$ cat src/rtl/fifo_ptr_pkg.sv
// Shared pointer helpers for the async FIFO: binary/Gray conversion on a wide carrier word.
// Callers widen their pointer into ptr_word_t and cast the result back to their own width.
package fifo_ptr_pkg;

    localparam int unsigned PTR_MAX_W = 32;

    typedef logic [PTR_MAX_W-1:0] ptr_word_t;

    // Zero-extended inputs stay valid: the upper zero bits convert to zero.
    function automatic ptr_word_t bin2gray(input ptr_word_t bin);
        return bin ^ (bin >> 1);
    endfunction

    function automatic ptr_word_t gray2bin(input ptr_word_t gray);
        ptr_word_t bin;
        bin = '0;
        bin[PTR_MAX_W-1] = gray[PTR_MAX_W-1];
        for (int i = int'(PTR_MAX_W) - 2; i >= 0; i--) begin
            bin[i] = bin[i+1] ^ gray[i];
        end
        return bin;
    endfunction

endpackage

$ cat src/rtl/counter_bingray.sv
// Binary counter with a registered Gray copy; the Gray register changes one bit per increment.
module counter_bingray
    import fifo_ptr_pkg::*;
#(
    parameter int unsigned WIDTH = 4
) (
    input  logic             i_clk,
    input  logic             i_rst_n,
    input  logic             i_enable,
    output logic [WIDTH-1:0] ow_counter_bin_next,
    output logic [WIDTH-1:0] o_counter_bin,
    output logic [WIDTH-1:0] o_counter_gray
);

    assign ow_counter_bin_next = o_counter_bin + WIDTH'(i_enable);

    // Gray is encoded from the next binary value so both registers update on the same edge.
    always_ff @(posedge i_clk or negedge i_rst_n) begin
        if (!i_rst_n) begin
            o_counter_bin  <= '0;
            o_counter_gray <= '0;
        end else begin
            o_counter_bin  <= ow_counter_bin_next;
            o_counter_gray <= WIDTH'(bin2gray(PTR_MAX_W'(ow_counter_bin_next)));
        end
    end

endmodule

$ cat src/rtl/fifo_wr_ptr_ctrl.sv
// Write-domain pointer controller for the async FIFO: accepts pushes, advances the write
// pointer, synchronizes the remote read Gray pointer and registers full/almost-full/count.
module fifo_wr_ptr_ctrl
    import fifo_ptr_pkg::*;
#(
    parameter  int unsigned DEPTH       = 8,
    parameter  int unsigned N_FLOP_SYNC = 2,
    parameter  int unsigned ALMOST_FULL = 6,
    localparam int unsigned AW          = $clog2(DEPTH),
    localparam int unsigned PW          = AW + 1
) (
    input  logic          i_clk,
    input  logic          i_rst_n,
    input  logic          i_wr_valid,
    output logic          o_wr_ready,
    output logic          o_wr_en,
    output logic [AW-1:0] o_wr_addr,
    output logic [PW-1:0] o_wr_ptr_gray,
    input  logic [PW-1:0] i_rd_ptr_gray_async,
    output logic          o_full,
    output logic          o_almost_full,
    output logic [PW-1:0] o_count
);

    // Full when the next write pointer is exactly DEPTH ahead: top two Gray bits inverted.
    localparam logic [PW-1:0] FULL_MASK = PW'(3) << (PW - 2);

    generate
        if (DEPTH < 2 || (DEPTH & (DEPTH - 1)) != 0) begin : g_bad_depth
            $error("DEPTH must be a power of 2 and at least 2");
        end
        if (N_FLOP_SYNC < 2) begin : g_bad_sync
            $error("N_FLOP_SYNC must be at least 2");
        end
        if (ALMOST_FULL < 1 || ALMOST_FULL > DEPTH) begin : g_bad_afull
            $error("ALMOST_FULL must lie in 1..DEPTH");
        end
    endgenerate

    logic [PW-1:0] wr_bin;
    logic [PW-1:0] wnext_bin;
    logic [PW-1:0] wnext_gray;
    logic [PW-1:0] sync_q [N_FLOP_SYNC];
    logic [PW-1:0] rq_gray;
    logic [PW-1:0] rq_bin;
    logic          full_n;
    logic          afull_n;
    logic [PW-1:0] count_n;

    assign o_wr_en    = i_wr_valid & ~o_full;
    assign o_wr_ready = ~o_full;
    assign o_wr_addr  = AW'(wr_bin);

    counter_bingray #(
        .WIDTH (PW)
    ) u_wr_ptr (
        .i_clk               (i_clk),
        .i_rst_n             (i_rst_n),
        .i_enable            (o_wr_en),
        .ow_counter_bin_next (wnext_bin),
        .o_counter_bin       (wr_bin),
        .o_counter_gray      (o_wr_ptr_gray)
    );

    // Read-pointer synchronizer; the first stage may go metastable, later stages filter it.
    generate
        for (genvar g = 0; g < int'(N_FLOP_SYNC); g++) begin : g_sync
            if (g == 0) begin : g_first
                always_ff @(posedge i_clk or negedge i_rst_n) begin
                    if (!i_rst_n) begin
                        sync_q[g] <= '0;
                    end else begin
                        sync_q[g] <= i_rd_ptr_gray_async;
                    end
                end
            end else begin : g_rest
                always_ff @(posedge i_clk or negedge i_rst_n) begin
                    if (!i_rst_n) begin
                        sync_q[g] <= '0;
                    end else begin
                        sync_q[g] <= sync_q[g-1];
                    end
                end
            end
        end
    endgenerate

    assign rq_gray = sync_q[N_FLOP_SYNC-1];
    assign rq_bin  = PW'(gray2bin(PTR_MAX_W'(rq_gray)));

    // Flags use the post-push pointer against a stale read pointer, so they err toward full.
    always_comb begin
        wnext_gray = PW'(bin2gray(PTR_MAX_W'(wnext_bin)));
        full_n     = (wnext_gray == (rq_gray ^ FULL_MASK));
        count_n    = wnext_bin - rq_bin;
        afull_n    = (count_n >= PW'(ALMOST_FULL));
    end

    always_ff @(posedge i_clk or negedge i_rst_n) begin
        if (!i_rst_n) begin
            o_full        <= 1'b0;
            o_almost_full <= 1'b0;
            o_count       <= '0;
        end else begin
            o_full        <= full_n;
            o_almost_full <= afull_n;
            o_count       <= count_n;
        end
    end

endmodule

$ cat config.mk
export PLATFORM = sky130hd
export DESIGN_NAME = fifo_wr_ptr_ctrl
export DESIGN_NICKNAME = d
export VERILOG_FILES = /design/src/rtl/fifo_ptr_pkg.sv /design/src/rtl/counter_bingray.sv /design/src/rtl/fifo_wr_ptr_ctrl.sv
export SDC_FILE = /design/constraint.sdc
export NUM_CORES = 1
export LEC_CHECK = 0
export CAP_MARGIN = 20
export CORE_UTILIZATION = 50
export CTS_CLUSTER_SIZE = 24
export DETAILED_ROUTE_END_ITERATION = 8
export PLACE_DENSITY = 0.81
export REMOVE_ABC_BUFFERS = 1
export SYNTH_ARGS = -nofsm -noshare
export SYNTH_HDL_FRONTEND = slang
export SYNTH_SLANG_ARGS = --single-unit
$ cat constraint.sdc
create_clock -name i_clk -period 6.85 [get_ports i_clk]
set_input_delay 1.37 -clock i_clk [delete_from_list [all_inputs] [get_ports i_clk]]
set_output_delay 1.37 -clock i_clk [all_outputs]
set_load 0.1 [all_outputs]
==> results.py <==
metrics = {
    "run_status": {
        "violations": "DRC",
        "status": "finished with violations",
    },
    "sta": {
        "max_freq_mhz": 222,
        "fin_tns_setup_ns": 0,
        "finalSetupViolCount": 0,
        "drv_slew": 0,
        "rsz0062_at_grt": "no",
        "fin_skew_ns": 0.00425,
        "worst_pin_slew_ns": 0.969,
        "relSlewSlack_pct": 35.2,
        "fin_crit_sh_pct": 65.9,
        "hold_viol": 0,
        "period_needed_ns": 4.51,
    },
    "drt": {
        "drt_iter0_markers": 14,
        "routed_via_density": 4.95,
        "totalWireLength_mm": 1.23,
        "drc": 4,
        "wl_per_cell_um": 11.6,
        "ant_nets": 0,
        "drt_pass1_iterations": 8,
        "vias": 525,
    },
    "clocking": {
        "clk_latency_ns": 0.28,
        "cts_inserted_buffers": 3,
        "root_buffer": "clkbuf_4",
        "hold_buffers": 0,
        "clk_pin_slew_ns": 0.10,
        "cts_tree": "built",
        "cts_resized": 0,
        "clock-sinks": 21,
        "cts_buffer_depth": 2,
        "htreeDepth": 1,
        "post-cts-setup-buffers": 0,
    },
    "global_route": {
        "grt-ovfl-total": 0,
        "grt_pass1_wl_mm": 2.31,
        "antenna_found_initial": 0,
        "grt_util_all_layers_pct": 16.6,
        "first_global_vias": 543,
        "grt_start_max_net_pins": 22,
    },
    "synth": {
        "syn_area_um2": 887,
        "synthTopCellsByArea": "dfrtp_1 (59%), xnor2_1 (9.9%), ha_1 (7.1%)",
        "muxShareOfSynthArea_pct": 1.13,
        "synth_xor_area_share_pct": 16.6,
        "ys_warn_count": 0,
        "synth_top_family_by_area": "XOR/XNOR gates",
        "synth_compound_area_share_pct": 7.05,
        "yosysUniqueCellTypes": 20,
        "synth-adder-area-share_pct": 9.31,
        "synth_top_cell_by_area": "dfrtp_1",
        "ys_seq_area_share_pct": 59.2,
        "synth_top_area_share_pct": 59.2,
        "synth-seq-cells": 21,
        "yosys.area_share.simple_pct": 3.24,
        "synth_cells": 65,
        "synth.avg_cell_area_um2": 13.6,
    },
    "flow_run": {
        "drv_cap": 0,
    },
    "critical_path": {
        "end_kind": "output port",
        "rrSetupSlack_ns": 4.44,
        "crit_chain": "clkdlybuf4s50_1 -> nor2b_1 -> clkdlybuf4s50_1",
        "crit_start": "i_wr_valid",
        "slowest_delay_ns": 1.16,
        "cp.arrival_ns": 3.14,
        "r2r-start": "rq_gray[3]",
        "crit_top_cell": "clkdlybuf4s50_1",
        "critPathMaxFanout": 2,
        "r2r_cells": 9,
        "crit_end": "o_wr_en",
        "reg2reg_to": "o_almost_full",
        "crit_slowest_cell": "clkdlybuf4s50_1",
        "setup.worst_path.class": "in2out",
        "required_ns": 5.48,
        "startpoint_type": "input pin",
    },
    "die": {
        "pin_count": 22,
        "core_um2": 1580,
        "dieWidth_um": 44.1,
        "rows": 14,
        "die_y_um": 44.1,
        "start_util_pct": 56.3,
        "dieArea_um2": 1950,
    },
    "finish": {
        "antennaDiodeCount": 0,
        "fillCellCount": 120,
        "drive_gt1_share_pct": 5.56,
        "nets": 104,
        "area_growth_pct": 28.9,
        "final_cell_mix": "clkdlybuf4s50_1 (21), dfrtp_1 (21), xnor2_1 (10)",
        "multi_input_area_um2": 332,
        "register_area_um2": 526,
    },
    "placement": {
        "numPortBuffers": 21,
        "place.gp.congestion": 0.759,
        "dpl.hpwl_um": 997,
    },
    "min_path": {
        "holdCritPathClass": "reg2reg",
    },
}
routing by layer:
metal	wire [um]	vias to the layer above	global-route usage (%)
met2	615	18	29.7
met3	61	2	4.08
met5	0	-	0
met4	18	0	7.27
li1	-	261	-
met1	537	244	18.5
registers in the layout, summed over array words and instances (netlist names):
name	cells
u_wr_ptr.o_counter_gray	3
sync_q	4
o_full	1
u_wr_ptr.o_counter_bin	4
o_count	4
o_almost_full	1
rq_gray	4
cell usage after synthesis (all sizes together):
cell type,count
ha,5
or3,1
xnor2,10
dfrtp,21
o211ai,1
nand3,2
fa,1
xor2,6
a21boi,1
inv,8
and3,1
a21o,1
mux2i,1
nor2b,1
a31oi,1
a21oi,1
o22a,1
a211oi,2
metrics by stage:
step	util [%]	cells	hold WS, ns	instance area [um^2]	setup WS, ns
2_1_floorplan	-	65	0.331	887	2.29
3_3_place_gp	70.9	102	0.332	1120	2.36
3_5_place_dp	70.9	102	0.342	1120	2.32
4_1_cts	72.5	106	0.366	1140	2.32
5_1_grt	72.5	106	0.373	1140	2.28
6_report	72.5	106	0.363	1140	2.34
critical path, delay by kind of cell:
kind | cells | cell delay [ns]
buffers and inverters | 2 | 1.60
and+or+nand+nor | 1 | 0.17
worst min path at each step:
stage          startpoint          to  depth (start not counted)
6_report        sync_q[7]  rq_gray[3]                          0
3_3_place_gp    sync_q[5]  rq_gray[1]                          0
5_1_grt         sync_q[4]  rq_gray[0]                          0
4_1_cts         sync_q[7]  rq_gray[3]                          0
3_5_place_dp    sync_q[4]  rq_gray[0]                          0
2_1_floorplan   sync_q[4]  rq_gray[0]                          0
cell families (layout without fill, tap and decap cells):
logic type / after synthesis / in the layout
DFF: 21 / 21
xor gates and xnor gates: 16 / 16
AOI/OAI and AO/OA: 8 / 8
buffers and inverters: 8 / 33
adders and majority gates: 6 / 6
and+or+nand+nor: 5 / 5
muxes: 1 / 1
area by class of cell:
cell class	instances	share of cell area, %
inverters	8	2.63
well taps	16	1.75
multi-input cells	36	29.0
flip-flops and latches	21	46.0
repair buffers	21	18.4
clock buffers	4	2.30
Power is left out: the tool's default activity adds up to more than one toggle a clock period on the data nets, which glitch-free logic cannot reach.
